## config.mk

```make
export PLATFORM = sky130hd
export DESIGN_NAME = flash_sched
export DESIGN_NICKNAME = d
export VERILOG_FILES = /design/src/rtl/flash_sched.sv
export SDC_FILE = /design/constraint.sdc
export NUM_CORES = 1
export LEC_CHECK = 0
export ABC_AREA = 1
export BUFFER_PORTS_ARGS = -buffer_cell sky130_fd_sc_hd__buf_4
export CORE_ASPECT_RATIO = 1.2
export CORE_MARGIN = 1
export CORE_UTILIZATION = 25
export CTS_BUF_LIST = sky130_fd_sc_hd__clkbuf_8
export DETAILED_ROUTE_END_ITERATION = 16
export PLACE_DENSITY = 0.48
export SLEW_MARGIN = 0
export SYNTH_ARGS = -nofsm -noshare
export SYNTH_HDL_FRONTEND = slang
export SYNTH_SLANG_ARGS = --single-unit
```

## constraint.sdc

```tcl
create_clock -name clk_i -period 2.2 [get_ports clk_i]
set_input_delay 0.44 -clock clk_i [delete_from_list [all_inputs] [get_ports clk_i]]
set_output_delay 0.44 -clock clk_i [all_outputs]
set_load 0.03 [all_outputs]
```

## src/rtl/flash_sched.sv

```systemverilog
// Two-port scheduler in front of the SPI flash slave: round-robin grant,
// busy (rty) backoff with bounded re-issues, and a per-attempt watchdog.
module flash_sched #(
  parameter int unsigned RETRY_GAP = 100000,
  parameter int unsigned MAX_RETRY = 1023,
  parameter int unsigned TIMEOUT   = 4096
) (
  input  logic        clk_i,
  input  logic        rst_i,
  input  logic        a_req,
  input  logic        a_we,
  input  logic        a_erase,
  input  logic [23:0] a_adr,
  input  logic [31:0] a_dat,
  output logic [31:0] a_rdat,
  output logic        a_ack,
  output logic        a_err,
  input  logic        b_req,
  input  logic        b_we,
  input  logic        b_erase,
  input  logic [23:0] b_adr,
  input  logic [31:0] b_dat,
  output logic [31:0] b_rdat,
  output logic        b_ack,
  output logic        b_err,
  output logic [23:0] f_adr,
  output logic [31:0] f_dat,
  output logic        f_we,
  output logic        f_tga,
  output logic        f_stb,
  input  logic [31:0] f_rdat,
  input  logic        f_ack,
  input  logic        f_rty,
  output logic        busy_o,
  output logic [9:0]  retry_cnt_o
);

  localparam int unsigned GAP_W = $clog2(RETRY_GAP + 1);
  localparam int unsigned TO_W  = $clog2(TIMEOUT + 1);
  localparam int unsigned RC_W  = 10;

  typedef enum logic [1:0] {S_IDLE, S_ISSUE, S_BACKOFF, S_GAP} state_t;

  state_t            r_state, w_state_nxt;
  logic              r_prio_b, w_prio_b_nxt;
  logic              r_sel_b, w_sel_b_nxt;
  logic [GAP_W-1:0]  r_gap_cnt, w_gap_cnt_nxt;
  logic [TO_W-1:0]   r_to_cnt, w_to_cnt_nxt;
  logic [RC_W-1:0]   w_retry_nxt;
  logic [23:0]       w_adr_nxt;
  logic [31:0]       w_dat_nxt, w_a_rdat_nxt, w_b_rdat_nxt;
  logic              w_we_nxt, w_tga_nxt, w_stb_nxt;
  logic              w_a_ack_nxt, w_a_err_nxt, w_b_ack_nxt, w_b_err_nxt;
  logic              w_grant_b, w_err;

  // B wins only when A is idle or B is the port not served last
  assign w_grant_b = b_req && (!a_req || r_prio_b);

  always_comb begin
    w_state_nxt   = r_state;
    w_prio_b_nxt  = r_prio_b;
    w_sel_b_nxt   = r_sel_b;
    w_gap_cnt_nxt = r_gap_cnt;
    w_to_cnt_nxt  = r_to_cnt;
    w_retry_nxt   = retry_cnt_o;
    w_adr_nxt     = f_adr;
    w_dat_nxt     = f_dat;
    w_we_nxt      = f_we;
    w_tga_nxt     = f_tga;
    w_stb_nxt     = f_stb;
    w_a_rdat_nxt  = a_rdat;
    w_b_rdat_nxt  = b_rdat;
    w_a_ack_nxt   = 1'b0;
    w_b_ack_nxt   = 1'b0;
    w_err         = 1'b0;
    case (r_state)
      S_IDLE: begin
        if (a_req || b_req) begin
          w_state_nxt  = S_ISSUE;
          w_sel_b_nxt  = w_grant_b;
          w_prio_b_nxt = !w_grant_b;
          w_adr_nxt    = w_grant_b ? b_adr : a_adr;
          w_dat_nxt    = w_grant_b ? b_dat : a_dat;
          w_we_nxt     = w_grant_b ? b_we : a_we;
          w_tga_nxt    = w_grant_b ? (b_we && b_erase) : (a_we && a_erase);
          w_stb_nxt    = 1'b1;
          w_retry_nxt  = '0;
          w_to_cnt_nxt = '0;
        end
      end
      S_ISSUE: begin
        if (f_ack) begin
          w_stb_nxt   = 1'b0;
          w_state_nxt = S_GAP;
          if (r_sel_b) begin
            w_b_ack_nxt  = 1'b1;
            w_b_rdat_nxt = f_rdat;
          end else begin
            w_a_ack_nxt  = 1'b1;
            w_a_rdat_nxt = f_rdat;
          end
        end else if (f_rty) begin
          w_stb_nxt = 1'b0;
          if (retry_cnt_o < RC_W'(MAX_RETRY)) begin
            w_retry_nxt   = retry_cnt_o + RC_W'(1);
            w_gap_cnt_nxt = '0;
            w_state_nxt   = S_BACKOFF;
          end else begin
            w_err       = 1'b1;
            w_state_nxt = S_GAP;
          end
        end else if (r_to_cnt == TO_W'(TIMEOUT - 1)) begin
          w_err       = 1'b1;
          w_stb_nxt   = 1'b0;
          w_state_nxt = S_GAP;
        end else begin
          w_to_cnt_nxt = r_to_cnt + TO_W'(1);
        end
      end
      S_BACKOFF: begin
        if (r_gap_cnt == GAP_W'(RETRY_GAP - 1)) begin
          w_stb_nxt    = 1'b1;
          w_to_cnt_nxt = '0;
          w_state_nxt  = S_ISSUE;
        end else begin
          w_gap_cnt_nxt = r_gap_cnt + GAP_W'(1);
        end
      end
      S_GAP: w_state_nxt = S_IDLE;
      default: w_state_nxt = S_IDLE;
    endcase
    w_a_err_nxt = w_err && !r_sel_b;
    w_b_err_nxt = w_err && r_sel_b;
  end

  always_ff @(posedge clk_i) begin
    if (rst_i) begin
      r_state     <= S_IDLE;
      r_prio_b    <= 1'b0;
      r_sel_b     <= 1'b0;
      r_gap_cnt   <= '0;
      r_to_cnt    <= '0;
      retry_cnt_o <= '0;
      busy_o      <= 1'b0;
      f_adr       <= '0;
      f_dat       <= '0;
      f_we        <= 1'b0;
      f_tga       <= 1'b0;
      f_stb       <= 1'b0;
      a_rdat      <= '0;
      b_rdat      <= '0;
      a_ack       <= 1'b0;
      a_err       <= 1'b0;
      b_ack       <= 1'b0;
      b_err       <= 1'b0;
    end else begin
      r_state     <= w_state_nxt;
      r_prio_b    <= w_prio_b_nxt;
      r_sel_b     <= w_sel_b_nxt;
      r_gap_cnt   <= w_gap_cnt_nxt;
      r_to_cnt    <= w_to_cnt_nxt;
      retry_cnt_o <= w_retry_nxt;
      busy_o      <= (w_state_nxt != S_IDLE);
      f_adr       <= w_adr_nxt;
      f_dat       <= w_dat_nxt;
      f_we        <= w_we_nxt;
      f_tga       <= w_tga_nxt;
      f_stb       <= w_stb_nxt;
      a_rdat      <= w_a_rdat_nxt;
      b_rdat      <= w_b_rdat_nxt;
      a_ack       <= w_a_ack_nxt;
      a_err       <= w_a_err_nxt;
      b_ack       <= w_b_ack_nxt;
      b_err       <= w_b_err_nxt;
    end
  end

endmodule

```

# After elaboration in Yosys (flattened, before gate mapping)
# Index checks and enable logic that the tools add are counted.
# totals
ff_bits,172
in_bits,154
output_inout_bits,138
elab_cells,102
# op_classes
add_sub_neg,3
magnitude_cmp,1
eq_ne,14
muxes,40
n_bitwise,3
n_reduce_logical,23
# ops
operator,count
$mux 17,4
$mux 13,5
$mux 10,4
$pmux 13 s3,1
$pmux 17 s2,1
$mux 32,1
$mux 24,1
$pmux 10 s2,1
$add 17x1->17 const B,1
$eq 17x17->1 const B,1
$ne 2x2->1 const B,8
$mux 1,15
$add 13x1->13 const B,1
$eq 13x12->1 const B,1
$add 10x1->10 const B,1
$lt 10x10->1 const B,1
$mux 2,5
$reduce_and 5->1,2
$pmux 2 s4,1
$reduce_and 3->1,2
$reduce_and 6->1,1
$reduce_bool 2->1,3
$logic_and 1x1->1,5
$eq 2x2->1 const B,2
other kinds (11),16

# Logic depth before layout (Yosys ltp)
# logic_depth
ltp_word,6
ltp_mapped,12
mapped_depth_nobuf,12

# Worst setup path before layout
# OpenSTA, ideal clock, no wires.
# synth_timing
path_kind,reg-to-reg
start,reg retry_cnt_o[0]
end,reg retry_cnt_o[1]
setup_time_ns,0.117
arrival_ns,1.767
required_ns,2.083
slack_ns,0.316
stages_incl_launch_ff,10
path_buffers,1
period_less_slack_ns,1.884
cell_sequence,dfxtp_1 -> ha_1 -> nand2_1 -> nor3_2 -> nand2_1 -> nand3_2 -> nand2_1 -> buf_2 -> o21ai_0 -> nor2_1
# synth_between
elab_chain_len,5
word_cells_on_any_way,8
cone_classes,1 x add/sub; 1 x order compare; 1 x eq/ne; 4 x mux; 1 x reduce/logical
# synth_lines
element,line,source
"start, declared",35,output logic [9:0] retry_cnt_o
"start signal, assigned",162,retry_cnt_o <= w_retry_nxt;
$add 10x1->10,105,w_retry_nxt = retry_cnt_o + RC_W'(1);
$mux 10,104,if (retry_cnt_o < RC_W'(MAX_RETRY)) begin
$mux 10,102,end else if (f_rty) begin
$mux 10,92,if (f_ack) begin
$pmux 10 s2,76,case (r_state)
# Parallel ways exist; a longest one is shown, timed or not. The select of a mux whose other input is x is not followed.
# A chain may end at the register's enable or synchronous reset.

# Worst setup path in the final report
# layout_timing
start,reg r_gap_cnt[1]
end,reg r_to_cnt[11]
# layout_between
elab_chain_len,3
# layout_lines
element,line,source
"start, declared",47,"logic [GAP_W-1:0] r_gap_cnt, w_gap_cnt_nxt;"
"start signal, assigned",160,r_gap_cnt <= w_gap_cnt_nxt;
$eq 17x17->1,121,if (r_gap_cnt == GAP_W'(RETRY_GAP - 1)) begin
$ne 2x2->1 (no line),--,
$reduce_and 6->1 (no line),--,
"end signal, assigned",161,r_to_cnt <= w_to_cnt_nxt;
"end, declared",48,"logic [TO_W-1:0] r_to_cnt, w_to_cnt_nxt;"
# No other way between the ends.

==> results.cfg <==
[routing]
drt_pass1_iterations = 4
wl_per_cell_um = 15.2
drcViolationCount = 0
wl_um = 25500
detail-route-antenna-nets = 0
num_vias = 7485
avgViaCountPerCell = 4.46
drtIter0Drc = 306

[clocking]
htreeDepth = 4
cts_buffer_depth = 2
cts_made_buffers = 17
cts_tree = done
clock_latency_ns = 0.47
cts_sinks = 172
cts-root-buf = clkbuf_8
clkTransAtPathRegs_ns = 0.10

[yosys]
ys_ff_latch = 172
synth_top_area_share_pct = 46.8
synth_top_family_by_area = simple AND/OR/NAND/NOR gates
synth_area_leaders = dfxtp_1, nand2_1, nor2_1
yosysUniqueCellTypes = 33
synth_xor_area_share_pct = 1.67
synth_common_cells = nand2_1, nor2_1, dfxtp_1
synth_warnings = 0
synth_simple_gate_area_share_pct = 28.8
synthMuxAreaShare_pct = 0
ys_async_sr_fraction_pct = 0
synth-compound-area-share_pct = 16.1
synth_edf_count = 0
synth-adder-area-share_pct = 0.511
ys.flop_type = dfxtp_1
synthCells = 1007
yosys.area.top_type = dfxtp_1
syn_area_um2 = 7350
synth_seq_area_share_pct = 46.8
post_synth.cell_area_avg_um2 = 7.30
synth.most_common_cell = nand2_1
synth_fp_nets = 1164

[timing]
finalHoldViolCount = 0
period_needed_ns = 1.94
drv_slew = 0
setup_viol = 0
rsz0062_at_grt = no
fin_skew_ns = 0.0214
timing.slew.headroom_pct = 52.0
period_share_pct = 88.1
tightest_slew_ns = 0.720
timing.setup.tns_ns = 0
max_freq_mhz = 516

[final_layout]
layout.nets = 1440
diodes = 0
area_growth_pct = 42.0
fin_cells = 1680
n_fill_cell = 3052
multi_input_area_um2 = 3490
drive_gt1_share_pct = 31.2
seqCellArea_um2 = 3440

[global_routing]
grt_max_degree = 59
grt_pass1_wl_um = 39800
grt_overflow = 0
antenna_found_initial = 0
grt_pass1_vias = 7324
grt_use_total_pct = 17.1

[place]
place_inst = 1649
port_buffers = 291
place_congestion = 0.844
post-dp-hpwl_um = 18200

[hold_path]
whs_path_depth = 3
min_path_type = primary input to flop

[worst_setup_path]
start_kind = flop
crit_required_ns = 2.61
crit_path_end_kind = flop
worstPathArrival_ns = 2.34
critPathKind = flop to flop
cp_max_fo = 8
r2r_cells = 12

[die]
core_area_um2 = 28800
start_util_pct = 25.5
fp.dieH_um = 190
dieArea_um2 = 30100
fp-row-count = 68
die_x_um = 159
pin_count = 292

[pwr]
power.leakage_nw = 4.63
p_per_area_nw_per_um2 = 758
ir_drop_v = 0.000393
total_power_w = 0.00791

[flow_run]
cap_violations = 0

[outcome]
status = complete, no violations
cell type report:
cell class                 count  share of cell area (%)
multi-input combinational    728                    33.4
timing repair buffer         313                    23.2
clock buffer                  19                    2.51
inverter                      51                    1.83
sequential                   172                    33.0
clock inverter                12                    1.41
tap                          385                    4.62
where the power goes:
group	internal [W]	total [W]	switching (W)	leakage, nW
clock network	0.00117	0.00239	0.00122	0.212
logic	0.000765	0.00203	0.00127	3.01
registers	0.00335	0.00349	0.000139	1.40
total	0.00529	0.00791	0.00262	4.63
final timing paths:
| kind | endpoint | start | slack [ns] |
|---|---|---|---|
| max reg2reg | r_to_cnt[11] | r_gap_cnt[1] | 0.26 |
| max | r_to_cnt[11] | r_gap_cnt[1] | 0.26 |
| min | a_rdat[0] | f_rdat[0] | 0.19 |
| min reg2reg | f_dat[27] | f_dat[27] | 0.46 |
cells in the final DEF, fill, tap and decap left out, types with 4 or more instances in the layout:
cell      count
o21ai_0      20
nand2_2      16
nor2_2        4
nand2_1     217
nor2_4        6
clkbuf_8     19
inv_1        36
a21oi_2       9
nand3_1      42
buf_4       307
a21oi_1      55
o21ai_1      62
dfxtp_1     172
xor2_1       11
nor2_1      196
inv_2        16
clkinv_2      4
a22oi_1      34
nand4_1      13
a31oi_1      21
buf_12        6
worst max-delay path, cell delays in order, from the launching register on:
cell and delay, ns:
dfxtp_1 0.39, ha_1 0.26, nand2_1 0.13, inv_2 0.08, nand2_2 0.06, nor2_4 0.12, nand2_2 0.08, nand2_4 0.07
nand2_2 0.07, nor2_4 0.20, buf_4 0.23, nand2_2 0.07, a21oi_2 0.13
registers in the layout, summed over array words and instances, names as in the netlist:
register and count:
f_stb 1, r_state 2, a_rdat 32, b_ack 1
busy_o 1, b_err 1, r_sel_b 1, r_gap_cnt 17
r_to_cnt 13, retry_cnt_o 10, r_prio_b 1, f_dat 32
f_adr 24, f_we 1, a_ack 1, a_err 1
b_rdat 32, f_tga 1
layer usage:
layer	vias to the layer above	global-route usage (%)	share of wire, %
met5	-	0	0
met2	201	27.9	48
met3	34	6.31	7.6
li1	3842	-	-
met4	0	5.95	2.3
met1	3408	20.3	42
per-stage QoR:
| step | hold WS, ns | area, um2 | setup slack [ns] | util (%) |
|---|---|---|---|---|
| 5_1_grt | 0.161 | 10400 | 0.0670 | 36.2 |
| 3_5_place_dp | 0.447 | 10000 | -0.0546 | 34.7 |
| 3_3_place_gp | 0.443 | 10000 | 0.0202 | 34.7 |
| 2_1_floorplan | 0.431 | 7350 | 0.316 | - |
| 6_report | 0.194 | 10400 | 0.261 | 36.2 |
| 4_1_cts | 0.149 | 10400 | 0.152 | 36.1 |
kinds of logic (layout without fill, tap and decap cells):
family	count (synthesis)	in the layout
and+or+nand+nor	506	506
AOI/OAI and AO/OA	205	205
adders and majority gates	3	3
DFF	172	172
xor gates and xnor gates	14	14
buffers and inverters	107	395
repair_timing:
item / CTS / global route
hold buffers: 0 / 0
endpoints found under the setup margin: 7 / 18
setup buffers: 0 / 0
resized for setup: 2 / 3
(Power assumes the default switching activity.)
